==> config.mk <==
export PLATFORM = sky130hd
export DESIGN_NAME = llfifo_cmd_sched
export DESIGN_NICKNAME = d
export VERILOG_FILES = /design/src/rtl/llfifo_cmd_sched.sv
export SDC_FILE = /design/constraint.sdc
export NUM_CORES = 1
export LEC_CHECK = 0
export ABC_AREA = 1
export BUFFER_PORTS_ARGS = -buffer_cell sky130_fd_sc_hd__buf_2
export CORE_MARGIN = 2
export CORE_UTILIZATION = 50
export DETAILED_ROUTE_END_ITERATION = 8
export PLACE_DENSITY = 0.67
export SYNTH_ARGS = -nofsm -noshare
export SYNTH_HDL_FRONTEND = slang
export SYNTH_SLANG_ARGS = --single-unit
==> constraint.sdc <==
create_clock -name clk -period 3.5 [get_ports clk]
set_clock_uncertainty 0.15 [all_clocks]
set_input_delay 0.175 -clock clk [delete_from_list [all_inputs] [get_ports clk]]
set_output_delay 0.175 -clock clk [all_outputs]
set_load 0.005 [all_outputs]
==> src/rtl/llfifo_cmd_sched.sv <==
// Command scheduler in front of the multi-queue linked-list FIFO controller.
// Arbitrates per-queue push/pop requests, issues at most one controller
// command every two cycles, and owns the payload array addressed by the
// controller's pointers.
module llfifo_cmd_sched #(
    parameter int unsigned ID_N  = 4,
    parameter int unsigned PTR_N = 16,
    parameter int unsigned W     = 32,
    localparam int unsigned IW   = (ID_N  > 1) ? $clog2(ID_N)  : 1,
    localparam int unsigned PW   = (PTR_N > 1) ? $clog2(PTR_N) : 1
) (
    input  logic            clk,
    input  logic            rst,

    input  logic            push_vld,
    input  logic [IW-1:0]   push_id,
    input  logic [W-1:0]    push_dat,
    output logic            push_rdy,

    input  logic            pop_vld,
    input  logic [IW-1:0]   pop_id,
    output logic            pop_rdy,

    output logic            pop_rsp_vld,
    output logic [IW-1:0]   pop_rsp_id,
    output logic [W-1:0]    pop_rsp_dat,
    output logic            pop_rsp_err,

    input  logic            flush,

    output logic            cmd_pass,
    output logic            cmd_push,
    output logic [IW-1:0]   cmd_id,
    output logic            clear,

    input  logic [PW-1:0]   cmd_push_ptr_r,
    input  logic [PW-1:0]   cmd_pop_ptr_w,
    input  logic            full_r,
    input  logic [ID_N-1:0] nempty_r,
    input  logic            busy_r
);

    typedef enum logic {
        ST_IDLE = 1'b0,
        ST_WAIT = 1'b1
    } state_e;

    state_e state_q;
    state_e state_d;
    logic   prio_q;
    logic   prio_d;

    logic   can_issue_c;
    logic   push_elig_c;
    logic   pop_elig_c;
    logic   grant_push_c;
    logic   grant_pop_c;
    logic   issue_c;
    logic   pop_hit_c;

    logic [W-1:0] mem [PTR_N];
    logic [W-1:0] rd_dat_c;

    // Issue slot and arbitration terms; prio_q=0 favours push on contention.
    assign can_issue_c  = (state_q == ST_IDLE) & ~busy_r & ~flush & ~rst;
    assign push_elig_c  = push_vld & ~full_r;
    assign pop_elig_c   = pop_vld;
    assign grant_push_c = push_elig_c & (~pop_elig_c | ~prio_q);
    assign grant_pop_c  = pop_elig_c & (~push_elig_c | prio_q);
    assign issue_c      = can_issue_c & (grant_push_c | grant_pop_c);
    assign pop_hit_c    = pop_rdy & nempty_r[pop_id];

    assign clear    = flush;
    assign rd_dat_c = mem[cmd_pop_ptr_w];

    // State and priority registers.
    always_ff @(posedge clk or posedge rst) begin
        if (rst) begin
            state_q <= ST_IDLE;
            prio_q  <= 1'b0;
        end else begin
            state_q <= state_d;
            prio_q  <= prio_d;
        end
    end

    // Next state: every issue (including error pops) costs one WAIT cycle so
    // the controller's status flags are settled in each IDLE cycle.
    always_comb begin
        state_d = state_q;
        prio_d  = prio_q;
        if (flush) begin
            state_d = ST_IDLE;
            prio_d  = 1'b0;
        end else begin
            case (state_q)
                ST_IDLE: if (issue_c) state_d = ST_WAIT;
                ST_WAIT: state_d = ST_IDLE;
                default: state_d = ST_IDLE;
            endcase
            if (issue_c & push_elig_c & pop_elig_c) begin
                prio_d = ~prio_q;
            end
        end
    end

    // Handshake and controller command outputs; an empty-queue pop is
    // accepted but never reaches the controller.
    always_comb begin
        push_rdy = 1'b0;
        pop_rdy  = 1'b0;
        cmd_pass = 1'b0;
        cmd_push = 1'b0;
        cmd_id   = pop_id;
        if (can_issue_c) begin
            if (grant_push_c) begin
                push_rdy = 1'b1;
                cmd_pass = 1'b1;
                cmd_push = 1'b1;
                cmd_id   = push_id;
            end else if (grant_pop_c) begin
                pop_rdy  = 1'b1;
                cmd_pass = nempty_r[pop_id];
            end
        end
    end

    // Payload storage, written at the free entry the controller offers.
    always_ff @(posedge clk) begin
        if (push_rdy) begin
            mem[cmd_push_ptr_r] <= push_dat;
        end
    end

    // Pop response, one cycle after the grant; data is zero on error.
    always_ff @(posedge clk or posedge rst) begin
        if (rst) begin
            pop_rsp_vld <= 1'b0;
            pop_rsp_id  <= '0;
            pop_rsp_dat <= '0;
            pop_rsp_err <= 1'b0;
        end else begin
            pop_rsp_vld <= pop_rdy;
            if (pop_rdy) begin
                pop_rsp_id  <= pop_id;
                pop_rsp_dat <= pop_hit_c ? rd_dat_c : '0;
                pop_rsp_err <= ~pop_hit_c;
            end
        end
    end

endmodule

==> results of run 1 <==
[cells in the final DEF (no fill, tap or decap)]
cell / netlist / layout
nand2_1: 600 / 600
edfxtp_1: 512 / 512
nand3_1: 480 / 480
buf_2: 64 / 95
clkbuf_16: 0 / 55
dlygate4sd3_1: 0 / 41
dfrtp_1: 38 / 38
inv_1: 27 / 25
buf_4: 18 / 24
nor2_4: 2 / 18
clkbuf_1: 9 / 17
buf_12: 0 / 16
clkinv_1: 0 / 14
clkinv_2: 0 / 8
nor2_1: 22 / 6
o21ai_0: 6 / 6
clkbuf_8: 0 / 5
inv_2: 1 / 2
inv_6: 0 / 2
clkinv_8: 0 / 2
nand3_2: 1 / 1
o21ai_2: 1 / 1
nand2_4: 1 / 1
inv_4: 1 / 1
nor2_8: 1 / 1
a21oi_1: 1 / 1
clkinv_4: 0 / 1
buf_6: 17 / 1
[worst min-delay path: cells and delay by family]
kind            cells  cell delay [ns]
compound gates      1             0.12
buf+inv             1             0.08
simple gates        4             0.43
[stage by stage]
step / power (mW) / area, um^2 / TNS, ns / util [%] / setup slack [ns]
finish: 13.6 / 25200 / 0 / 58.2 / 0.821
global route: 14.1 / 25200 / 0 / 58.2 / 0.696
CTS: 13.7 / 25200 / 0 / 58.2 / 0.761
detailed placement: 8.31 / 23100 / 0 / 53.4 / 0.802
global placement: 8.30 / 23100 / 0 / 53.4 / 0.884
floorplan: 7.94 / 22000 / -65.76 / - / -0.257
[per-layer routing]
metal	vias up	wire [um]	track usage, %
met3	94	4090	4.19
met5	-	0	0
met1	7034	22800	33.9
met2	600	25700	38.8
li1	6614	-	-
met4	0	1470	8.17
[registers in the layout, summed over array words and instances, names as in the netlist]
name	flops
pop_rsp_id	2
mem	512
pop_rsp_vld	1
pop_rsp_err	1
prio_q	1
state_q	1
pop_rsp_dat	32
[layout make-up]
cell class / instances / area [um^2] / share of cell area [%]
Sequential cell: 550 / 16300 / 64.8
Clock inverter: 26 / 143 / 0.566
Clock buffer: 77 / 1510 / 5.99
Timing Repair Buffer: 177 / 1400 / 5.55
Multi-Input combinational cell: 1115 / 4960 / 19.7
Tap cell: 585 / 732 / 2.91
Inverter: 29 / 116 / 0.462
[report_power, final]
part	leakage (nW)	internal [mW]	switching, mW	total, mW
clock network	0.809	3.00	2.39	5.39
logic	3.43	0.290	0.593	0.883
registers	5.10	7.27	0.0536	7.33
total	9.34	10.6	3.04	13.6
[what timing repair did]
item / CTS / global route
endpoints found under the hold margin: 554 / 0
hold buffers: 41 / 0
gates resized for setup: 0 / 0
[worst min path at each step]
| stage | slack [ns] | endpoint | cells after the start | start |
|---|---|---|---|---|
| 2_1_floorplan | 0.12 | mem[0][0] | 0 | push_dat[0] |
| 3_5_place_dp | 0.26 | state_q | 3 | rst |
| 5_1_grt | 0.11 | pop_rsp_dat[27] | 6 | full_r |
| 3_3_place_gp | 0.26 | prio_q | 3 | rst |
| 6_report | 0.1 | pop_rsp_dat[22] | 6 | full_r |
| 4_1_cts | 0.06 | pop_rsp_dat[27] | 6 | full_r |
[logic make-up (layout without fill, tap and decap cells)]
| group | after synthesis | after routing | share of synthesized area, % |
|---|---|---|---|
| buffers and inverters | 143 | 309 | 3.70 |
| AND/OR/NAND/NOR | 1107 | 1107 | 21.8 |
| AO/OA/AOI/OAI | 8 | 8 | 0.199 |
| flip-flops | 550 | 550 | 74.3 |
==> impl_metrics.yaml, run 1 <==
floorplan:
  io_pins: 98
  die_w_um: 214
  start_util_pct: 50.8
  core_area_um2: 43300
  rows: 76
  die-area_um2: 45700
  die_h_um: 214
place:
  hpwl_mm: 29.6
  routabilityCongestion: 0.787
  port_buffers: 97
  dp.cells: 2415
sta:
  hold_viol: 0
  whs_ns: 0.0964
  report.final.slew_viol_count: 0
  final.min_clock_period_ns: 2.68
  slew_headroom_pct: 37.6
  final-setup-viol-count: 0
  fin_crit_sh_pct: 76.5
  tightest_slew_ns: 0.936
  grt_setup_unrepaired: "no"
  fmax_ghz: 0.373
final_layout:
  drive_gt1_share_pct: 11.9
  fillers: 3407
  fin_nets: 1983
  antenna_cells: 0
  final_cells: 2559
  syn2layout_area_growth_pct: 14.6
worst_setup_path:
  critPathCaptureType: "flip-flop"
  cpPeakStageDelay_ns: 0.52
  worstSetupStartpointType: "flip-flop"
  path_max_fanout: 18
  critical_path.top_delay_family: "simple AND/OR/NAND/NOR gates"
  reg2reg_to: "mem[4][3]"
  reg2regPathDepth: 8
  crit_start: "state_q"
  cp-endpoint: "mem[4][3]"
  worstPathRequired_ns: 3.64
  path_class: "flip-flop to flip-flop"
  cp_data_arrival_time_ns: 2.82
  path_cells: "nor2_1 -> nand3_2 -> nor2_4 -> inv_1 -> nor2_1 -> nand2_1 -> nor2_4 -> buf_12"
  slowest_stage: "nor2_4"
  worstSetupPathDepth: 8
  path_buf_inv: 2
  rr_startpoint: "state_q"
  regToRegSetupSlack_ns: 0.82
grt:
  grt_max_degree: 138
  first_global_vias: 14000
  grt_antenna_before_repair: 0
  grt_pass1_wl_mm: 82.5
  grt_util_all_layers_pct: 24.2
  grt_overflow: 0
routing:
  viasPerCell: 5.60
  first_pass_iters: 5
  initialDrtViolationCount: 1479
  drc_errors: 0
  ant_nets: 0
  wl_per_cell_um: 21.1
  routed-via-count: 14300
  routed_wl_mm: 54.1
cts:
  cts_tree: "yes"
  path_clk_slew_ns: 0.06
  cts_setup_buffers: 0
  h-tree-depth: 2
  cts.sinks: 550
  cts-root-buf: "clkbuf_16"
  cts_buffers: 55
  cts.path.max_buffers: 3
  insertion_delay_ns: 0.60
logic_synthesis:
  synth_area_leaders: "edfxtp_1 70%, nand3_1 11%, nand2_1 10%"
  seq_area_frac_synth_pct: 74.3
  synth_top_area_cell: "edfxtp_1"
  yosys_warnings: 0
  synth-seq-cells: 550
  netlist_instances: 1808
  syn_nets: 1863
  avgSynthCellArea_um2: 12.2
  synth-main-ff-cell: "edfxtp_1"
  synth_top_cell_area_share_pct: 69.9
  ys_async_sr_fraction_pct: 6.91
  yosys.cell_types.count: 20
  yosysMostFrequentCell: "nand2_1"
  synth_commonest_cells: "600 x nand2_1, 512 x edfxtp_1, 480 x nand3_1"
  netlist_area_um2: 22000
  synth_edf_count: 512
status:
  status: "finished clean"
power:
  ir_worst_vdd_mv: 0.481
  p_leak_nw: 9.34
  p_per_area_nw_per_um2: 540
hold_path:
  hold_class: "primary input to flip-flop"
job:
  drv_cap: 0
No activity file was read; power rests on OpenSTA's default activity.
==> inputs of run 2 (changes only) <==
Clock period 3.5 ns to 2.56 ns, I/O delays scaled along.
==> run 2 against run 1 <==
Against the previous run: fmax is 9.2% higher; first-iteration DRC count is 13% higher; cell count is 0.55% higher; via count hardly changed; non-clock buffer count is 18 higher; critical endpoint is now prio_q.
==> impl_metrics.yaml, run 2 (synthesis gave the netlist of run 1 again) <==
status:
  status: "finished clean"
floorplan:
  die-area_um2: 45700
  start_util_pct: 50.8
  rows: 76
  core_area_um2: 43300
  die_h_um: 214
  die_w_um: 214
  io_pins: 98
final_layout:
  mostFrequentLayoutCells: "600 x nand2_1, 512 x edfxtp_1, 480 x nand3_1"
  regMostFlops: "mem"
  reg_top3: "mem (512), pop_rsp_dat (32), pop_rsp_id (2)"
  fin_util_pct: 58.7
  final-seq-area_um2: 16300
  final_common_cell: "nand2_1"
  fin_nets: 1999
  final_cells: 2573
  syn2layout_area_growth_pct: 15.5
  largest_reg_flops: 512
  multiInputGateArea_um2: 4960
  drive_gt1_share_pct: 12.7
  fillers: 3446
grt:
  grt_antenna_before_repair: 2
  grt_pass1_wl_mm: 82.5
  first_global_vias: 13500
  grt_util_all_layers_pct: 24.5
  grt_max_degree: 65
  grt_overflow: 0
sta:
  setup_tns_ns: 0
  grt_setup_unrepaired: "no"
  final.min_clock_period_ns: 2.45
  slew_headroom_pct: 44.7
  tightest_slew_ns: 0.829
  fin_crit_sh_pct: 95.8
  fmax_ghz: 0.408
  report.final.slew_viol_count: 0
  final-setup-viol-count: 0
  hold_viol: 0
  whs_ns: 0.0183
cts:
  h-tree-depth: 2
  cts.path.max_buffers: 3
  cts_tree: "yes"
  insertion_delay_ns: 0.58
  cts.sinks: 550
  cts_buffers: 53
  path_clk_slew_ns: 0.06
  cts-root-buf: "clkbuf_16"
worst_setup_path:
  worstPathRequired_ns: 2.86
  path_class: "flip-flop to flip-flop"
  critPathCaptureType: "flip-flop"
  cp_data_arrival_time_ns: 2.76
  worstSetupStartpointType: "flip-flop"
  path_max_fanout: 3
  reg2regPathDepth: 8
routing:
  drc_errors: 0
  first_pass_iters: 5
  initialDrtViolationCount: 1676
  ant_nets: 0
  wl_per_cell_um: 21.3
  routed-via-count: 14300
  routed_wl_mm: 54.9
  viasPerCell: 5.58
place:
  hpwl_mm: 33.5
  dp.cells: 2430
  routabilityCongestion: 0.831
  port_buffers: 97
hold_path:
  hold_class: "primary input to flip-flop"
  whs_path_depth: 7
job:
  drv_cap: 0
power:
  ir_worst_vdd_mv: 0.404
  p_leak_nw: 9.46
  p_total_mw: 18.9
  p_per_area_nw_per_um2: 743
-- run 2: changes by cell type in the layout (fill, tap and decap cells not counted), sizes merged --
cell         delta
buf            +16
bufinv          +3
inv             -1
dlygate4sd3     +2
clkinv          -5
clkinvlp        +2
diode           +1
clkbuf          -4
-- run 2: metal layers --
metal / vias to the layer above / wire, um / global-route usage [%]
li1: 6638 / - / -
met3: 50 / 5390 / 5.23
met4: 0 / 629 / 5.27
met2: 657 / 23900 / 34.9
met1: 7004 / 24900 / 38.8
met5: - / 0 / 0
-- run 2: what timing repair did --
item | CTS | global route
hold endpoints to repair | 562 | 0
resized for setup | 0 | 1
endpoints found under the setup margin | 0 | 1
setup buffers | 0 | 1
hold buffers | 43 | 0
-- run 2: metrics by stage --
stage,setup WS [ns],area (um^2)
3_3_place_gp,0.269,23300
5_1_grt,0.00617,25400
4_1_cts,0.147,25400
3_5_place_dp,0.276,23300
2_1_floorplan,0.0491,22100
6_report,0.108,25400
-- run 2: cell type report --
| class | instances | share of cell area, % |
|---|---|---|
| clock inverters | 25 | 0.774 |
| diodes | 1 | 0.00986 |
| clock buffers | 73 | 5.80 |
| inverters | 29 | 0.473 |
| repair buffers | 195 | 6.20 |
| flip-flops and latches | 550 | 64.3 |
| multi-input cells | 1115 | 19.6 |
| well taps | 585 | 2.88 |
-- run 2: power by group --
part | leakage (nW) | total (mW) | switching (mW) | internal, mW
clock network | 0.824 | 7.54 | 3.23 | 4.32
logic | 3.53 | 1.30 | 0.880 | 0.417
registers | 5.10 | 10.0 | 0.0750 | 9.94
-- run 2: final timing paths --
path,start,end,slack (ns)
worst max-delay path,state_q,prio_q,0.11
worst min-delay path,busy_r,state_q,0.02
worst max register to register,state_q,prio_q,0.11
worst min register to register,pop_rsp_dat[14],pop_rsp_dat[14],0.32
max in group asynchronous,rst,pop_rsp_dat[8],1.64
min in group asynchronous,rst,pop_rsp_dat[30],0.19
-- run 2: critical path, cell delays in order (launching register included) --
cell,delay [ns]
dfrtp_1,0.36
nor2_1,0.12
nand3_2,0.13
nor2_4,0.18
nand2_1,0.10
o21ai_1,0.14
dlygate4sd3_1,0.56
a21oi_1,0.04
dlygate4sd3_1,0.55
==> inputs of run 3 (changes only) <==
Settings changed: CORE_ASPECT_RATIO set to 1.75.
==> run 3 against run 2 <==
Against the previous run: first-iteration DRC count shrank 27%; cell area shrank 0.42%; non-clock buffer count shrank 4; critical endpoint unchanged; core utilization shrank 0.35 points; critical path type unchanged; power shrank 2.6%; routed wire length shrank 0.70%.
==> impl_metrics.yaml, run 3 (synthesis gave the netlist of run 1 again) <==
final_layout:
  syn2layout_area_growth_pct: 15.0
  final_cells: 2533
  fin_nets: 1988
  fin_util_pct: 58.3
  fillers: 3393
  regMostFlops: "mem"
  mostFrequentLayoutCells: "600 x nand2_1, 512 x edfxtp_1, 480 x nand3_1"
  antenna_cells: 0
  fin_area_um2: 25300
  drive_gt1_share_pct: 12.5
  reg_top3: "mem (512), pop_rsp_dat (32), pop_rsp_id (2)"
  largest_reg_flops: 512
  final_common_cell: "nand2_1"
routing:
  drc_errors: 0
  routed-via-count: 14300
  initialDrtViolationCount: 1225
  first_pass_iters: 5
  ant_nets: 0
  viasPerCell: 5.64
  routed_wl_mm: 54.5
  wl_per_cell_um: 21.5
worst_setup_path:
  path_class: "flip-flop to flip-flop"
  reg2reg_to: "prio_q"
  worstSetupStartpointType: "flip-flop"
  rr_startpoint: "state_q"
  critPathCaptureType: "flip-flop"
  path_max_fanout: 3
  cp_data_arrival_time_ns: 2.76
  worstPathRequired_ns: 2.86
  regToRegSetupSlack_ns: 0.1
  reg2regPathDepth: 8
power:
  p_comb_share_pct: 6.7
  pwr-share-clk_pct: 38.8
  p_per_area_nw_per_um2: 726
  net-switching-power_mw: 4.00
  intPower_mw: 14.4
  ir_worst_vdd_mv: 0.574
  switching_share_pct: 21.8
  pwr-share-seq_pct: 54.5
  p_leak_nw: 9.36
floorplan:
  io_pins: 98
  die_w_um: 163
  rows: 101
  die-area_um2: 45700
  die_h_um: 281
  core_area_um2: 43300
  start_util_pct: 50.7
grt:
  grt_util_all_layers_pct: 24.2
  grt_pass1_wl_mm: 83.0
  grt_antenna_before_repair: 0
  grt_max_degree: 153
  grt_overflow: 0
  first_global_vias: 14200
cts:
  cts.path.max_buffers: 3
  cts.sinks: 550
  cts_buffers: 46
  cts-root-buf: "clkbuf_16"
  path_clk_slew_ns: 0.07
  insertion_delay_ns: 0.57
  cts_tree: "yes"
  h-tree-depth: 2
sta:
  final-setup-viol-count: 0
  setup_ws_ns: 0.0957
  tightest_slew_ns: 0.702
  slew_headroom_pct: 53.2
  final.min_clock_period_ns: 2.46
  fmax_ghz: 0.406
  report.final.slew_viol_count: 0
  fin_crit_sh_pct: 96.3
  hold_viol: 0
place:
  routabilityCongestion: 0.841
  placed_cell_area_um2: 23300
  port_buffers: 97
  dp.cells: 2409
  hpwl_mm: 32.0
  dp_slack_ns: 0.248
job:
  drv_cap: 0
hold_path:
  hold_class: "primary input to flip-flop"
  whs_path_depth: 4
  hold_start: "cmd_pop_ptr_w[3]"
  whs_endpoint: "pop_rsp_dat[10]"
status:
  status: "finished clean"
run 3: cell count changes in the layout (fill, tap and decap cells not counted), moves of 3 or more:
cell	before	now
clkbuf_1	15	8
buf_4	37	27
clkbuf_16	55	47
buf_12	19	27
bufinv_16	3	6
clkinvlp_4	2	6
clkinv_2	12	6
clkinv_1	8	5
run 3: layout make-up:
class / count / area (um^2) / area share [%]
multi-input cells: 1115 / 4970 / 19.6
inverters: 29 / 120 / 0.475
flip-flops and latches: 550 / 16300 / 64.6
repair buffers: 191 / 1640 / 6.49
well taps: 566 / 708 / 2.80
clock inverters: 26 / 302 / 1.19
clock buffers: 56 / 1220 / 4.83
run 3: critical path, stage by stage (launching register included):
cell and delay, ns:
dfrtp_1 0.38, nor2_2 0.12, nand3_2 0.14, nor2_4 0.18, nand2_1 0.08, o21ai_0 0.13, dlygate4sd3_1 0.56, a21oi_1 0.04
dlygate4sd3_1 0.55
run 3: worst max path at each step:
stage / startpoint / end / slack [ns]
finish: state_q / prio_q / 0.1
global route: state_q / prio_q / -0.002
detailed placement: state_q / mem[13][5] / 0.25
CTS: state_q / pop_rdy / 0.12
floorplan: rst / mem[0][0] / 0.05
global placement: state_q / mem[13][5] / 0.26
run 3: per-stage QoR:
step / setup TNS (ns) / hold WS [ns] / power, mW
final: 0 / 0.0283 / 18.4
after global routing: -0.00179 / 0.0374 / 19.0
after CTS: 0 / 0.00193 / 18.5
after detailed placement: 0 / 0.244 / 11.4
after global placement: 0 / 0.240 / 11.4
after floorplan: 0 / -0.0478 / 10.9
run 3: layer usage:
metal	global-route usage [%]	routed length [um]	vias up
met2	43.2	28700	523
met5	0	0	-
met3	2.88	2990	131
met4	10.1	2110	0
met1	29.8	20700	7035
li1	-	-	6607
run 3: power groups by stage:
| stage | Combinational [mW] | Sequential, mW | Clock, mW |
|---|---|---|---|
| floorplan | 0.653 | 10.2 | 0 |
| finish | 1.23 | 10.0 | 7.13 |
| detailed placement | 1.19 | 10.2 | 0 |
| global placement | 1.17 | 10.2 | 0 |
| global route | 1.36 | 10.0 | 7.59 |
| CTS | 1.24 | 10.0 | 7.24 |
run 3: what timing repair did:
action                     in CTS  in global routing
hold buffers                   41                  0
setup endpoints to repair       0                  1
setup buffers                   0                  1
hold endpoints to repair      562                  0
gates resized for setup         0                  1
